File: src/rtl/snap_vacc_capture_ctrl_pkg.sv
// Shared constants and state type for the vacc snapshot capture controller.
package snap_ctrl_pkg;

    localparam int CTRL_ARM_BIT  = 0;
    localparam int CTRL_TRIG_BIT = 1;
    localparam int CTRL_WE_BIT   = 2;

    localparam int STAT_DONE_BIT = 31;
    localparam int STAT_BUSY_BIT = 30;

    typedef enum logic [1:0] {
        S_IDLE,
        S_ARMED,
        S_CAPTURE,
        S_DONE
    } snap_state_t;

    function automatic logic state_is_busy(input snap_state_t s);
        return (s == S_ARMED) || (s == S_CAPTURE);
    endfunction

endpackage

File: src/rtl/snap_vacc_capture_ctrl_if.sv
// Control word, sample stream, BRAM write port and status bundle of the capture controller.
interface snap_vacc_capture_ctrl_if #(
    parameter int DATA_W = 64,
    parameter int ADDR_W = 10
);
    logic [31:0]       ctrl_word;
    logic [DATA_W-1:0] din;
    logic              din_valid;
    logic              din_we;
    logic              trig;
    logic [ADDR_W-1:0] bram_addr;
    logic [DATA_W-1:0] bram_data;
    logic              bram_we;
    logic              busy;
    logic              done;
    logic [31:0]       status_word;

    modport master (
        output ctrl_word, din, din_valid, din_we, trig,
        input  bram_addr, bram_data, bram_we, busy, done, status_word
    );

    modport slave (
        input  ctrl_word, din, din_valid, din_we, trig,
        output bram_addr, bram_data, bram_we, busy, done, status_word
    );
endinterface

File: src/rtl/snap_vacc_capture_ctrl_arm_edge.sv
// Rising-edge detector for the software arm bit; emits a one-cycle pulse.
module snap_arm_edge (
    input  logic user_clk,
    input  logic user_rst_n,
    input  logic arm_i,
    output logic arm_edge_o
);
    logic arm_q;

    always_ff @(posedge user_clk or negedge user_rst_n) begin
        if (!user_rst_n) begin
            arm_q <= 1'b0;
        end else begin
            arm_q <= arm_i;
        end
    end

    assign arm_edge_o = arm_i & ~arm_q;
endmodule

File: src/rtl/snap_vacc_capture_ctrl.sv
// Snapshot capture engine: arm, optional trigger, fill the BRAM once, report done/busy/count.
module snap_vacc_capture_ctrl
    import snap_ctrl_pkg::*;
#(
    parameter int DATA_W = 64,
    parameter int ADDR_W = 10
) (
    input  logic                     user_clk,
    input  logic                     user_rst_n,
    snap_vacc_capture_ctrl_if.slave  bus
);
    localparam logic [ADDR_W:0] COUNT_FULL = {1'b1, {ADDR_W{1'b0}}};
    localparam logic [ADDR_W:0] COUNT_LAST = {1'b0, {ADDR_W{1'b1}}};
    localparam logic [ADDR_W:0] COUNT_ONE  = {{ADDR_W{1'b0}}, 1'b1};

    snap_state_t       state_q, state_d;
    logic              use_trig_q, use_trig_d;
    logic              use_we_q, use_we_d;
    logic [ADDR_W:0]   count_q, count_d;
    logic              arm_edge;
    logic              qual;
    logic              wr;
    logic              we_q;
    logic [ADDR_W-1:0] addr_q;
    logic [DATA_W-1:0] data_q;
    logic              busy_q;
    logic              done_q;
    logic [31:0]       status_q, status_d;
    logic              unused_ctrl;

    assign unused_ctrl = ^bus.ctrl_word[31:3];

    snap_arm_edge u_arm_edge (
        .user_clk   (user_clk),
        .user_rst_n (user_rst_n),
        .arm_i      (bus.ctrl_word[CTRL_ARM_BIT]),
        .arm_edge_o (arm_edge)
    );

    assign qual = bus.din_valid & (~use_we_q | bus.din_we);

    // An arm edge takes priority over everything, so a write due in that cycle is dropped.
    always_comb begin
        state_d    = state_q;
        use_trig_d = use_trig_q;
        use_we_d   = use_we_q;
        count_d    = count_q;
        wr         = 1'b0;

        if (arm_edge) begin
            use_trig_d = bus.ctrl_word[CTRL_TRIG_BIT];
            use_we_d   = bus.ctrl_word[CTRL_WE_BIT];
            count_d    = '0;
            state_d    = bus.ctrl_word[CTRL_TRIG_BIT] ? S_ARMED : S_CAPTURE;
        end else begin
            case (state_q)
                S_ARMED: begin
                    if (bus.trig && bus.din_valid) begin
                        state_d = S_CAPTURE;
                        wr      = qual;
                    end
                end
                S_CAPTURE: wr = qual && (count_q != COUNT_FULL);
                default: ;
            endcase

            if (wr) begin
                count_d = count_q + COUNT_ONE;
                if (count_q == COUNT_LAST) begin
                    state_d = S_DONE;
                end
            end
        end
    end

    always_comb begin
        status_d                = '0;
        status_d[ADDR_W:0]      = count_q;
        status_d[STAT_BUSY_BIT] = busy_q;
        status_d[STAT_DONE_BIT] = done_q;
    end

    always_ff @(posedge user_clk or negedge user_rst_n) begin
        if (!user_rst_n) begin
            state_q    <= S_IDLE;
            use_trig_q <= 1'b0;
            use_we_q   <= 1'b0;
            count_q    <= '0;
            we_q       <= 1'b0;
            addr_q     <= '0;
            data_q     <= '0;
            busy_q     <= 1'b0;
            done_q     <= 1'b0;
            status_q   <= '0;
        end else begin
            state_q    <= state_d;
            use_trig_q <= use_trig_d;
            use_we_q   <= use_we_d;
            count_q    <= count_d;
            we_q       <= wr;
            if (wr) begin
                addr_q <= count_q[ADDR_W-1:0];
                data_q <= bus.din;
            end
            busy_q     <= state_is_busy(state_q);
            done_q     <= (state_q == S_DONE) && !arm_edge;
            status_q   <= status_d;
        end
    end

    assign bus.bram_we     = we_q;
    assign bus.bram_addr   = addr_q;
    assign bus.bram_data   = data_q;
    assign bus.busy        = busy_q;
    assign bus.done        = done_q;
    assign bus.status_word = status_q;
endmodule
File: src/flat_wrapper.sv
// flat-port wrapper written by rule: the top's interface ports become plain ports
module snap_vacc_capture_ctrl_flat import snap_ctrl_pkg::*;
#(
    parameter int DATA_W = 64,
    parameter int ADDR_W = 10
)
  (user_clk, user_rst_n, bus_ctrl_word, bus_din, bus_din_valid, bus_din_we, bus_trig, bus_bram_addr, bus_bram_data, bus_bram_we, bus_busy, bus_done, bus_status_word);
  snap_vacc_capture_ctrl_if #(.DATA_W(DATA_W), .ADDR_W(ADDR_W)) bus_i ();
  input  logic user_clk;
  input  logic user_rst_n;
  input wire logic [$bits(bus_i.ctrl_word)-1:0] bus_ctrl_word;
  input wire logic [$bits(bus_i.din)-1:0] bus_din;
  input wire logic [$bits(bus_i.din_valid)-1:0] bus_din_valid;
  input wire logic [$bits(bus_i.din_we)-1:0] bus_din_we;
  input wire logic [$bits(bus_i.trig)-1:0] bus_trig;
  output wire logic [$bits(bus_i.bram_addr)-1:0] bus_bram_addr;
  output wire logic [$bits(bus_i.bram_data)-1:0] bus_bram_data;
  output wire logic [$bits(bus_i.bram_we)-1:0] bus_bram_we;
  output wire logic [$bits(bus_i.busy)-1:0] bus_busy;
  output wire logic [$bits(bus_i.done)-1:0] bus_done;
  output wire logic [$bits(bus_i.status_word)-1:0] bus_status_word;
  assign bus_i.ctrl_word = bus_ctrl_word;
  assign bus_i.din = bus_din;
  assign bus_i.din_valid = bus_din_valid;
  assign bus_i.din_we = bus_din_we;
  assign bus_i.trig = bus_trig;
  assign bus_bram_addr = bus_i.bram_addr;
  assign bus_bram_data = bus_i.bram_data;
  assign bus_bram_we = bus_i.bram_we;
  assign bus_busy = bus_i.busy;
  assign bus_done = bus_i.done;
  assign bus_status_word = bus_i.status_word;
  snap_vacc_capture_ctrl #(.DATA_W(DATA_W), .ADDR_W(ADDR_W)) u_core (.user_clk(user_clk), .user_rst_n(user_rst_n), .bus(bus_i));
endmodule
File: config.mk
export PLATFORM = sky130hd
export DESIGN_NAME = snap_vacc_capture_ctrl_flat
export DESIGN_NICKNAME = d
export VERILOG_FILES = /design/src/rtl/snap_vacc_capture_ctrl_pkg.sv /design/src/rtl/snap_vacc_capture_ctrl_if.sv /design/src/rtl/snap_vacc_capture_ctrl_arm_edge.sv /design/src/rtl/snap_vacc_capture_ctrl.sv /design/src/flat_wrapper.sv
export SDC_FILE = /design/constraint.sdc
export NUM_CORES = 1
export LEC_CHECK = 0
export CORE_MARGIN = 3
export CORE_UTILIZATION = 37
export DETAILED_ROUTE_END_ITERATION = 8
export PLACE_DENSITY = 0.88
export SYNTH_ARGS = -nofsm -noshare
export SYNTH_HDL_FRONTEND = slang
export SYNTH_SLANG_ARGS = --single-unit
export TNS_END_PERCENT = 100
File: constraint.sdc
create_clock -name user_clk -period 2 [get_ports user_clk]
set_input_delay 0.6 -clock user_clk [delete_from_list [all_inputs] [get_ports user_clk]]
set_output_delay 0.6 -clock user_clk [all_outputs]
set_load 0.03 [all_outputs]
==> results of run 1 <==
flip-flops by register name, summed over array words and instances, names as in the netlist:
name and cells:
u_core.bus.bram_data 64, u_core.bus.status_word 13, u_core.count_q 11, u_core.bus.bram_addr 10, u_core.state_q 2, u_core.bus.bram_we 1
u_core.bus.busy 1, u_core.bus.done 1, u_core.u_arm_edge.arm_q 1, u_core.use_we_q 1
worst register-to-register path, delay by kind of cell (launching register included):
kind / cells / cell delay (ns)
buf+inv: 2 / 0.30
flops: 1 / 0.38
mux: 1 / 0.30
simple gates: 3 / 1.13
kinds of logic (layout without fill, tap and decap cells):
logic type | Yosys count | in the layout | synth area share (%)
flip-flops | 105 | 105 | 61.5
multiplexers | 76 | 76 | 20.0
AND/OR/NAND/NOR | 47 | 47 | 6.62
buffers and inverters | 40 | 217 | 7.00
AO/OA/AOI/OAI | 23 | 23 | 3.40
adder cells (fa/ha/maj) | 5 | 5 | 1.46
other | 1 | 19 | 0.0877
worst paths after layout:
kind / cells after the start / from / slack, ns / to
setup / recovery: 6 / u_core.count_q[3] / -0.22 / u_core.bus.bram_addr[3]
hold / removal: 2 / user_rst_n / 0.33 / u_core.bus.bram_data[11]
setup reg to reg: 6 / u_core.count_q[3] / -0.22 / u_core.bus.bram_addr[3]
hold reg to reg: 0 / u_core.bus.done / 0.38 / u_core.bus.status_word[31]
max in group asynchronous: 2 / user_rst_n / 1.27 / u_core.bus.status_word[4]
min in group user_clk: 0 / u_core.bus.done / 0.38 / u_core.bus.status_word[31]
synthesized netlist by cell type (all sizes together) (3+ instances only):
library cell    n
or4            10
buf            30
a21oi          10
nand3           5
mux2           74
clkbuf          3
nand2b          4
nor2            3
nand2           9
ha              5
o31ai           7
inv             7
dfrtp         105
and3            5
report_power, final:
group / total, mW / switching [mW] / internal, mW
clock network: 1.75 / 0.752 / 1.00
registers: 3.22 / 0.392 / 2.82
logic: 4.16 / 2.19 / 1.97
metal layers:
layer / GRT usage, % / up-vias / routed length, µm
li1: - / 1388 / -
met3: 3.71 / 11 / 786
met2: 30.5 / 136 / 6050
met4: 5.05 / 0 / 106
met1: 21.6 / 1534 / 4770
met5: 0 / - / 0
what timing repair did:
| item | in CTS | in global routing |
|---|---|---|
| gates cloned | 3 | 1 |
| resized for setup | 70 | 73 |
| endpoints found under the setup margin | 99 | 132 |
| setup buffers | 6 | 4 |
| hold endpoints to repair | 0 | 0 |
| pin swaps | 2 | 3 |
stage by stage:
stage	cells	setup TNS [ns]	power, mW	hold slack (ns)	utilization (%)
after floorplan	315	-6.24	5.35	0.304	-
after global placement	606	-46.39	7.04	0.362	55.2
after detailed placement	606	-50.72	7.18	0.370	55.2
after CTS	631	-14.58	9.16	0.344	60.7
after global routing	632	-19.86	9.52	0.377	62.3
final	632	-13.67	9.13	0.332	62.3
layout make-up:
class                           count  area [µm²]  area share, %
Inverter                            7        26.3          0.381
Multi-Input combinational cell    170        1690           24.5
Clock buffer                       11         243           3.52
Sequential cell                   105        2630           38.1
Tap cell                          140         175           2.54
Timing Repair Buffer              194        2080           30.2
Clock inverter                      5        55.1          0.798
==> results.py, run 1 <==
metrics = {
    "floorplan": {
        "dieHeight_um": 113,
        "rows": 38,
        "core_mm2": 0.0111,
        "dieArea_mm2": 0.0129,
        "io-pin-count": 210,
        "initial_core_util_pct": 38.6,
        "die_x_um": 113,
    },
    "sta": {
        "fin_crit_ns": 2.22,
        "rsz0062_at_grt": "yes",
        "drv_slew": 0,
        "setup_viol": 74,
        "report.final.hold_viol_count": 0,
        "slew-limit-headroom_pct": 63.2,
        "clock.fmax_mhz": 450,
        "finClkSkew_ns": 0.00725,
        "worst_pin_slew_ns": 0.552,
        "final.period_utilization_pct": 111,
        "worst_slack_ns": -0.222,
    },
    "worst_hold_path": {
        "hp-class": "in -> async",
    },
    "critical_path": {
        "start_kind": "register",
        "max_stage_delay_ns": 0.57,
        "path_class": "reg -> reg",
        "path_max_fanout": 7,
        "cp.arrival_ns": 2.44,
        "path_delay_family": "simple AND/OR/NAND/NOR gates",
        "crit_slowest_cell": "or4_4",
        "required_ns": 2.22,
        "end_kind": "register",
        "worstPathCellList": "or4_4 -> nor4_4 -> or3_4 -> buf_12 -> clkbuf_16 -> mux2_4",
        "crit_buf_inv": 2,
    },
    "yosys": {
        "synth_cell_types": 35,
        "synth_top_area_share_pct": 61.5,
        "synthCells": 297,
        "yosys.area.top_type": "dfrtp_1",
        "synth.avg_cell_area_um2": 14.4,
        "synth-seq-cells": 105,
        "ys_warn_count": 0,
        "synth_area_leaders": "dfrtp_1 61%, mux2_1 13%, mux2_2 6.6%, buf_4 3.9%, buf_8 1.8%",
        "ys.flop_type": "dfrtp_1",
        "synth-seq-area-share_pct": 61.5,
        "synth_edf_count": 0,
        "postSynth.asyncResetShare_pct": 100,
        "syn_area_mm2": 0.00427,
    },
    "route": {
        "wl_per_cell_um": 18.5,
        "vias": 3069,
        "viasPerCell": 4.86,
        "antenna_left": 0,
        "drtIter0Drc": 190,
        "route.final.wire_length_mm": 11.7,
        "drc": 0,
        "firstDrtPassIters": 4,
    },
    "final_layout": {
        "layout_common_cells": "105 x dfrtp_1, 93 x clkdlybuf4s50_1, 59 x mux2_4",
        "syn_to_final_growth_pct": 61.4,
        "fillers": 831,
        "layout-drive-gt1-share_pct": 26.0,
        "nets": 593,
        "final_common_cell": "dfrtp_1",
        "post-route-cell-area_mm2": 0.00690,
        "n_antenna_cell": 0,
    },
    "clock_network": {
        "clk_pin_slew_ns": 0.07,
        "cts_tree": "done",
        "insertion_delay_ns": 0.33,
        "htree_levels": 3,
        "ctsHoldBuffers": 0,
        "clock_path_buffers": 2,
        "cts_buffers": 9,
        "root_buffer": "clkbuf_16",
        "clkSinkCount": 105,
    },
    "power": {
        "ir_worst_vdd_v": 0.000991,
        "power.density_mw_per_mm2": 1320,
        "power_leakage_nw": 3.84,
    },
    "grt": {
        "grt_usage_pct": 17.4,
        "overflow": 0,
        "grt_pass1_vias": 3187,
        "grt_start_max_net_pins": 106,
        "grt_pass1_wl_mm": 17.6,
        "antenna_found_initial": 0,
    },
    "run": {
        "maxCapViolCount": 0,
    },
    "placed_design": {
        "placed_area_mm2": 0.00611,
        "io_buffers": 161,
        "place.gp.congestion": 0.833,
        "dpl_worst_slack_ns": -0.659,
        "place_hpwl_mm": 7.55,
    },
    "run_status": {
        "status": "complete, but fails checks",
        "violations": "negative setup slack",
    },
}
No activity file was read; power rests on OpenSTA's default activity.
==> run 2, diff against run 1 <==
--- a/config.mk
+++ b/config.mk
@@ -9,6 +9,7 @@
 export CORE_UTILIZATION = 37
 export DETAILED_ROUTE_END_ITERATION = 8
 export PLACE_DENSITY = 0.88
+export SKIP_LAST_GASP = 1
 export SYNTH_ARGS = -nofsm -noshare
 export SYNTH_HDL_FRONTEND = slang
 export SYNTH_SLANG_ARGS = --single-unit
==> results.py, run 2 (synthesis results as in run 1) <==
metrics = {
    "route": {
        "firstDrtPassIters": 4,
        "route.final.wire_length_mm": 11.4,
        "viasPerCell": 4.84,
        "drtIter0Drc": 193,
        "vias": 3058,
        "wl_per_cell_um": 18.1,
        "antenna_left": 0,
        "drc": 0,
    },
    "sta": {
        "finClkSkew_ns": 0.00675,
        "fin_crit_ns": 2.23,
        "setup_viol": 74,
        "rsz0062_at_grt": "yes",
        "report.final.hold_viol_count": 0,
        "clock.fmax_mhz": 449,
        "drv_slew": 0,
        "fin_tns_setup_ns": -13.38,
        "worst_pin_slew_ns": 0.549,
        "final.period_utilization_pct": 111,
        "worst_slack_ns": -0.225,
        "slew-limit-headroom_pct": 63.4,
    },
    "run_status": {
        "violations": "negative setup slack",
        "status": "complete, but fails checks",
    },
    "floorplan": {
        "die_x_um": 113,
        "dieHeight_um": 113,
        "initial_core_util_pct": 38.6,
        "core_mm2": 0.0111,
        "rows": 38,
        "io-pin-count": 210,
        "dieArea_mm2": 0.0129,
    },
    "clock_network": {
        "root_buffer": "clkbuf_16",
        "clk_pin_slew_ns": 0.07,
        "ctsHoldBuffers": 0,
        "clkSinkCount": 105,
        "htree_levels": 3,
        "insertion_delay_ns": 0.34,
        "cts_buffers": 9,
        "cts_tree": "done",
        "clock_path_buffers": 2,
    },
    "final_layout": {
        "nets": 593,
        "syn_to_final_growth_pct": 60.6,
        "n_antenna_cell": 0,
        "largest_reg_flops": 64,
        "layout_common_cells": "105 x dfrtp_1, 93 x clkdlybuf4s50_1, 50 x dlymetal6s2s_1",
        "final_common_cell": "dfrtp_1",
        "layout-drive-gt1-share_pct": 26.0,
        "final_util_pct": 61.9,
        "final_cells": 632,
    },
    "critical_path": {
        "r2r-start": "u_core.count_q[3]",
        "rr_worst_depth": 6,
        "max_stage_delay_ns": 0.57,
        "cp.arrival_ns": 2.45,
        "start_kind": "register",
        "path_class": "reg -> reg",
        "end_kind": "register",
        "worstReg2RegEnd": "u_core.bus.bram_data[1]",
        "worstPathCellList": "or4_4 -> nor4_4 -> or3_4 -> buf_12 -> clkbuf_16 -> mux2_4",
        "rrSetupSlack_ns": -0.23,
        "required_ns": 2.22,
        "crit_slowest_cell": "or4_4",
        "path_max_fanout": 7,
    },
    "placed_design": {
        "dp.cells": 606,
        "place.gp.congestion": 0.833,
        "io_buffers": 161,
        "place_hpwl_mm": 7.55,
    },
    "grt": {
        "gr-usage-met3_pct": 3.61,
        "grt_usage_pct": 17.0,
        "use_met1_pct": 20.9,
        "antenna_found_initial": 0,
        "overflow": 0,
        "met2_usage_pct": 29.9,
        "grt_pass1_wl_mm": 17.2,
        "busiest_layer": "met2",
        "grt_start_max_net_pins": 106,
        "grt_pass1_vias": 3153,
    },
    "power": {
        "ir_worst_vdd_v": 0.000944,
        "power.density_mw_per_mm2": 1320,
        "power_leakage_nw": 3.79,
    },
    "worst_hold_path": {
        "hp-class": "in -> async",
    },
    "run": {
        "maxCapViolCount": 0,
    },
}
-- run 2: cell counts in the layout (fill, tap and decap cells not counted) --
Identical to the previous run, type by type.
-- run 2: through the flow --
stage,hold slack [ns],power (mW),cell area [µm²],worst slack [ns]
CTS,0.344,9.08,6660,-0.254
floorplan,0.304,5.35,4400,-0.120
global route,0.377,9.44,6860,-0.304
detailed placement,0.370,7.18,6110,-0.659
finish,0.337,9.05,6860,-0.225
global placement,0.362,7.04,6110,-0.581
-- run 2: area by class of cell --
| class | instances | area [µm²] |
|---|---|---|
| Fill cell | 832 | 4220 |
| Sequential cell | 105 | 2630 |
| Timing Repair Buffer | 194 | 2080 |
| Multi-Input combinational cell | 170 | 1650 |
| Clock buffer | 11 | 243 |
| Tap cell | 140 | 175 |
| Clock inverter | 5 | 55.1 |
| Inverter | 7 | 26.3 |
-- run 2: where the power goes --
| group | switching (mW) | leakage [nW] | internal [mW] |
|---|---|---|---|
| combinational | 2.18 | 2.32 | 1.92 |
| sequential | 0.374 | 1.33 | 2.82 |
| clock | 0.758 | 0.142 | 1.00 |
| total | 3.31 | 3.79 | 5.74 |
-- run 2: worst max-delay path, delay by kind of cell, from the launching register on --
family,cells,cell delay [ns]
buf+inv,2,0.29
flops,1,0.38
mux,1,0.30
simple gates,3,1.13
-- run 2: repair_timing --
action,in CTS,in global routing
cloned,3,1
resized for setup,52,82
pin swaps,2,3
setup endpoints to repair,99,132
setup buffers,6,4
-- run 2: how the worst max path moves through the flow --
stage / start / endpoint
after global routing: u_core.count_q[3] / u_core.bus.bram_data[17]
after global placement: bus_din_valid / u_core.bus.bram_data[25]
after CTS: u_core.count_q[9] / u_core.bus.bram_data[48]
after detailed placement: bus_din_valid / u_core.bus.bram_data[25]
final: u_core.count_q[3] / u_core.bus.bram_data[1]
after floorplan: u_core.count_q[9] / u_core.bus.bram_data[34]
-- run 2: per-layer routing --
metal	up-vias	wire length [µm]
li1	1387	-
met1	1526	4630
met2	132	5900
met3	13	769
met4	0	132
met5	-	0
==> run 3, diff against run 2 <==
--- a/config.mk
+++ b/config.mk
@@ -10,6 +10,7 @@
 export DETAILED_ROUTE_END_ITERATION = 8
 export PLACE_DENSITY = 0.88
 export SKIP_LAST_GASP = 1
+export SLEW_MARGIN = 20
 export SYNTH_ARGS = -nofsm -noshare
 export SYNTH_HDL_FRONTEND = slang
 export SYNTH_SLANG_ARGS = --single-unit
==> results of run 3 <==
The final DEF is identical to that of run 2; final timing and power are the same.
